<file path="config.mk">
export PLATFORM = sky130hd
export DESIGN_NAME = elelock_param
export DESIGN_NICKNAME = d
export VERILOG_FILES = /design/src/rtl/elelock_param.sv
export SDC_FILE = /design/constraint.sdc
export NUM_CORES = 1
export LEC_CHECK = 0
export ABC_AREA = 1
export ABC_CLOCK_PERIOD_IN_PS = 5260
export CAP_MARGIN = 15
export CORE_MARGIN = 5
export CORE_UTILIZATION = 60
export CTS_BUF_LIST = sky130_fd_sc_hd__clkbuf_4 sky130_fd_sc_hd__clkbuf_8
export DETAILED_ROUTE_END_ITERATION = 10
export HOLD_SLACK_MARGIN = 0.02
export PLACE_DENSITY = 0.81
export SLEW_MARGIN = 5
export SYNTH_ARGS = -nofsm -noshare
export SYNTH_HDL_FRONTEND = slang
export SYNTH_SLANG_ARGS = --single-unit
</file>
<file path="constraint.sdc">
create_clock -name clk -period 5.26 [get_ports clk]
set_clock_uncertainty 0.1 [all_clocks]
set_input_delay 1.052 -clock clk [delete_from_list [all_inputs] [get_ports clk]]
set_output_delay 1.052 -clock clk [all_outputs]
set_load 0.005 [all_outputs]
</file>
<file path="src/rtl/elelock_param.sv">
// N-digit ten-key door lock with failed-attempt lockout and idle timeout.
// Sits between the key scanner and the door actuator driver.
module elelock_param #(
  parameter int CODE_LEN = 4,
  parameter logic [4*CODE_LEN-1:0] SECRET = 16'h7319,
  parameter int MAX_FAIL = 3,
  parameter int LOCKOUT_CYCLES = 1000,
  parameter int IDLE_TIMEOUT = 5000,
  localparam int FW = $clog2(MAX_FAIL+1)
) (
  input  logic          clk,
  input  logic          rst,
  input  logic [9:0]    tenkey,
  input  logic          enter,
  input  logic          close,
  output logic          lock,
  output logic          lockout,
  output logic          alarm,
  output logic [3:0]    digit_cnt,
  output logic [FW-1:0] fail_cnt
);

  localparam int W  = 4*CODE_LEN;
  localparam int IW = $clog2(IDLE_TIMEOUT+1);
  localparam int LW = $clog2(LOCKOUT_CYCLES+1);

  typedef enum logic [1:0] {
    S_LOCKED,
    S_ENTRY,
    S_OPEN,
    S_LOCKOUT
  } state_t;

  state_t          state, state_n;
  logic [W-1:0]    code_buf, buf_n;
  logic [IW-1:0]   idle_cnt, idle_n;
  logic [LW-1:0]   lo_cnt, lo_n;
  logic [9:0]      prev_key;
  logic [3:0]      dcnt_n;
  logic [FW-1:0]   fcnt_n;
  logic            alarm_n;
  logic            press;
  logic            match;
  logic [3:0]      digit;
  logic [W+3:0]    shift_wide;
  logic [W-1:0]    shifted;

  // a press is a clean single-key edge out of all-released
  always_comb begin
    digit = 4'd0;
    for (int i = 0; i < 10; i++)
      if (tenkey[i]) digit = 4'(i);
  end

  assign press      = $onehot(tenkey) && (prev_key == 10'd0);
  assign shift_wide = {code_buf, digit};
  assign shifted    = shift_wide[W-1:0];
  assign match      = (digit_cnt == 4'(CODE_LEN))
                   && (code_buf == SECRET);

  always_comb begin
    state_n = state;
    buf_n   = code_buf;
    dcnt_n  = digit_cnt;
    fcnt_n  = fail_cnt;
    idle_n  = idle_cnt;
    lo_n    = lo_cnt;
    alarm_n = 1'b0;
    unique case (state)
      S_LOCKED: begin
        if (press) begin
          buf_n   = shifted;
          dcnt_n  = 4'd1;
          idle_n  = '0;
          state_n = S_ENTRY;
        end
      end
      S_ENTRY: begin
        // enter wins over a simultaneous press
        if (enter) begin
          buf_n  = '0;
          dcnt_n = 4'd0;
          idle_n = '0;
          if (match) begin
            state_n = S_OPEN;
            fcnt_n  = '0;
          end else if (fail_cnt == FW'(MAX_FAIL-1)) begin
            state_n = S_LOCKOUT;
            fcnt_n  = FW'(MAX_FAIL);
            alarm_n = 1'b1;
            lo_n    = '0;
          end else begin
            state_n = S_LOCKED;
            fcnt_n  = fail_cnt + 1'b1;
          end
        end else if (press) begin
          buf_n  = shifted;
          idle_n = '0;
          if (digit_cnt != 4'(CODE_LEN))
            dcnt_n = digit_cnt + 4'd1;
        end else if (idle_cnt == IW'(IDLE_TIMEOUT-1)) begin
          state_n = S_LOCKED;
          buf_n   = '0;
          dcnt_n  = 4'd0;
          idle_n  = '0;
        end else begin
          idle_n = idle_cnt + 1'b1;
        end
      end
      S_OPEN: begin
        if (close) state_n = S_LOCKED;
      end
      S_LOCKOUT: begin
        if (lo_cnt == LW'(LOCKOUT_CYCLES-1)) begin
          state_n = S_LOCKED;
          fcnt_n  = '0;
          lo_n    = '0;
        end else begin
          lo_n = lo_cnt + 1'b1;
        end
      end
      default: state_n = S_LOCKED;
    endcase
  end

  always_ff @(posedge clk) begin
    if (rst) begin
      state     <= S_LOCKED;
      code_buf  <= '0;
      idle_cnt  <= '0;
      lo_cnt    <= '0;
      prev_key  <= 10'd0;
      lock      <= 1'b1;
      lockout   <= 1'b0;
      alarm     <= 1'b0;
      digit_cnt <= 4'd0;
      fail_cnt  <= '0;
    end else begin
      state     <= state_n;
      code_buf  <= buf_n;
      idle_cnt  <= idle_n;
      lo_cnt    <= lo_n;
      prev_key  <= tenkey;
      lock      <= (state_n != S_OPEN);
      lockout   <= (state_n == S_LOCKOUT);
      alarm     <= alarm_n;
      digit_cnt <= dcnt_n;
      fail_cnt  <= fcnt_n;
    end
  end

endmodule
</file>
==> results.toml <==
[critical_path]
worst-path-max-fanout = 10
cp_common_cell = "fa_1"
crit_slowest_cell = "fa_1"
end_kind = "register"
crit_required_ns = 5.39
crit_chain = "clkdlybuf4s50_1 > fa_1 > fa_1 > inv_1 > fa_1 > inv_1 > ha_1 > inv_1 > fa_1 > nand2_1 > clkinv_1 > nand2_1 > nor2_2 > nand3_2 > nand2_2 > nand2_4 > nor2_8 > nor2_8 > inv_6 > o21ai_2"
cp.arrival_ns = 4.96
cp-start-kind = "primary input"
slowest_delay_ns = 0.53
worstSetupPathType = "primary input to register"

[die]
start_util_pct = 61.3
die_height_um = 84.8
core_area_um2 = 5470
die_w_um = 84.8
die-area_um2 = 7180
std_cell_rows = 27
pin_count = 23

[flow_run]
max_cap_violations = 0

[global_route]
antenna_found_initial = 0
grt_pass1_wl_mm = 12.9
grt.overflow.total = 0
grt_start_max_net_pins = 34
grt_pass1_vias = 2979
track_usage_pct = 21.8

[clock_tree]
cts_buffer_depth = 2
path_clk_slew_ns = 0.07
cts.repair.resized = 0
post_cts_buffers = 0
cts-hold-fix-buffers = 0
cts-root-buf = "clkbuf_8"
cts_tree = "done"
numCtsBuffers = 9
clock_latency_ns = 0.34
clock_sinks = 60
h-tree-depth = 3

[logic_synthesis]
syn_nets = 493
async_flop_share_pct = 0
yosys-top-cells-area = "dfxtp_1 36%, nand2_1 12%, nor2_1 6.9%"
synth_edf_count = 0
synth_top_area_share_pct = 35.8
synthDistinctLibCells = 40
synth_top_area_cell = "dfxtp_1"
syn_inst = 466
synth_area_um2 = 3350
synth.yosys.seq_area_share_pct = 35.8
syn_area_per_cell_um2 = 7.20
synth_ff_type = "dfxtp_1"
yosysWarnings = 0
ys_ff_latch = 60

[pwr]
vdd_drop_max_v = 0.000203
power_density_nw_per_um2 = 304
power_leakage_uw = 0.00156

[layout]
final_area_um2 = 3910
num_antenna_cells = 0
final_util_pct = 71.4
syn2layout_area_growth_pct = 16.5
drive_gt1_share_pct = 12.0
final_nets = 520

[routing]
final_antenna_net_count = 0
drtPass1Iterations = 5
drt-initial-drc-count = 194
drc_errors = 0
routed_via_density = 5.35
routed_wl_mm = 7.33
vias = 3052
wl_per_cell_um = 12.9

[worst_hold_path]
hold_path_class = "register to register"

[timing]
slew_headroom_pct = 63.4
fmax_ghz = 0.207
hold_slack_ns = 0.362
setup_viol = 0
fin_crit_sh_pct = 91.9
fin_crit_ns = 4.83
hold_viol = 0
grt_setup_unrepaired = "no"
drv_slew = 0
worst_pin_slew_ns = 0.546
finalSetupTns_ns = 0

[placement]
dp_hpwl_mm = 5.40
portBuffers = 22
dpl_cell_area_um2 = 3630
place_congestion = 0.868

[status]
status = "finished, final reports clean"
path summary, 6_finish.rpt:
kind                      from      endpoint  slack [ns]  cells past startpoint
setup / recovery     tenkey[5]   code_buf[0]        0.43                     20
hold / removal    code_buf[15]  code_buf[15]        0.36                      2
hold reg to reg   code_buf[15]  code_buf[15]        0.36                      2
setup reg to reg      state[1]          lock        3.31                      7
state kept, by name, indices dropped and copies added, names as in the netlist:
register and flops:
alarm 1, lock 1, digit_cnt 4, idle_cnt 13, state 2, lo_cnt 10, lockout 1, fail_cnt 2
code_buf 16, prev_key 10
placed cells by master, fill, tap and decap left out, drive strengths merged, types with 7 or more instances in the layout:
master         synthesis  final
nand2                112    112
nor3                   8      8
nand3                 45     45
nor2                  79     79
clkbuf                 5     12
o21ai                 20     20
dfxtp                 60     60
inv                   57     57
ha                     7      7
a21oi                 30     30
clkdlybuf4s50          0     22
xor2                   7      7
nand4                  8      8
routing by layer:
layer / track usage, % / vias up / wire, um / share of wire, %
met2: 37.9 / 87 / 3610 / 49
met3: 5.00 / 17 / 388 / 5.3
met5: 0 / - / 0 / 0
met1: 25.9 / 1391 / 3190 / 43
li1: - / 1557 / - / -
met4: 8.49 / 0 / 146 / 2.0
metrics by stage:
step           setup slack, ns  cells  power [uW]
6_report                 0.425    570        1190
5_1_grt                  0.222    570        1240
4_1_cts                  0.440    570        1200
3_5_place_dp            0.0971    554         632
3_3_place_gp             0.233    554         624
2_1_floorplan            0.858    466         589
cells in the mapped netlist, types with 4 or more instances:
cell type    n
a21oi_1     25
a21oi_2      4
clkbuf_1     5
dfxtp_1     60
fa_1         6
ha_1         7
inv_1       53
nand2_1    106
nand3_1     40
nand3_2      5
nand3b_1     4
nand4_1      8
nor2_1      62
nor2_2      11
nor2_8       4
nor3_1       7
o21ai_0     15
xor2_1       7
worst max-delay path, delay by kind of cell:
kind,cells,cell delay (ns)
compound gates,1,0.05
fa+ha+maj,5,2.10
buf+inv,6,0.86
simple gates,8,0.91
where the power goes:
part,internal (uW),switching (uW),leakage [uW]
Combinational,59.5,98.2,0.000937
Sequential,461,5.33,0.000486
Clock,387,177,0.000138
layout make-up:
class	instances	area, um2
flip-flops and latches	60	1200
clock buffers	12	153
repair buffers	24	235
fillers	437	1570
well taps	72	90.1
inverters	59	226
multi-input cells	339	1880
clock inverters	4	120
cell families (layout without fill, tap and decap cells):
kind of cell / count (synthesis) / after routing / share of synthesized area (%)
and+or+nand+nor: 263 / 263 / 38.1
buffers and inverters: 67 / 99 / 8.13
DFF: 60 / 60 / 35.8
AOI/OAI and AO/OA: 56 / 56 / 9.96
adders and majority gates: 13 / 13 / 6.19
xor gates and xnor gates: 7 / 7 / 1.83
Note: power is estimated with default switching activity, not from simulation.
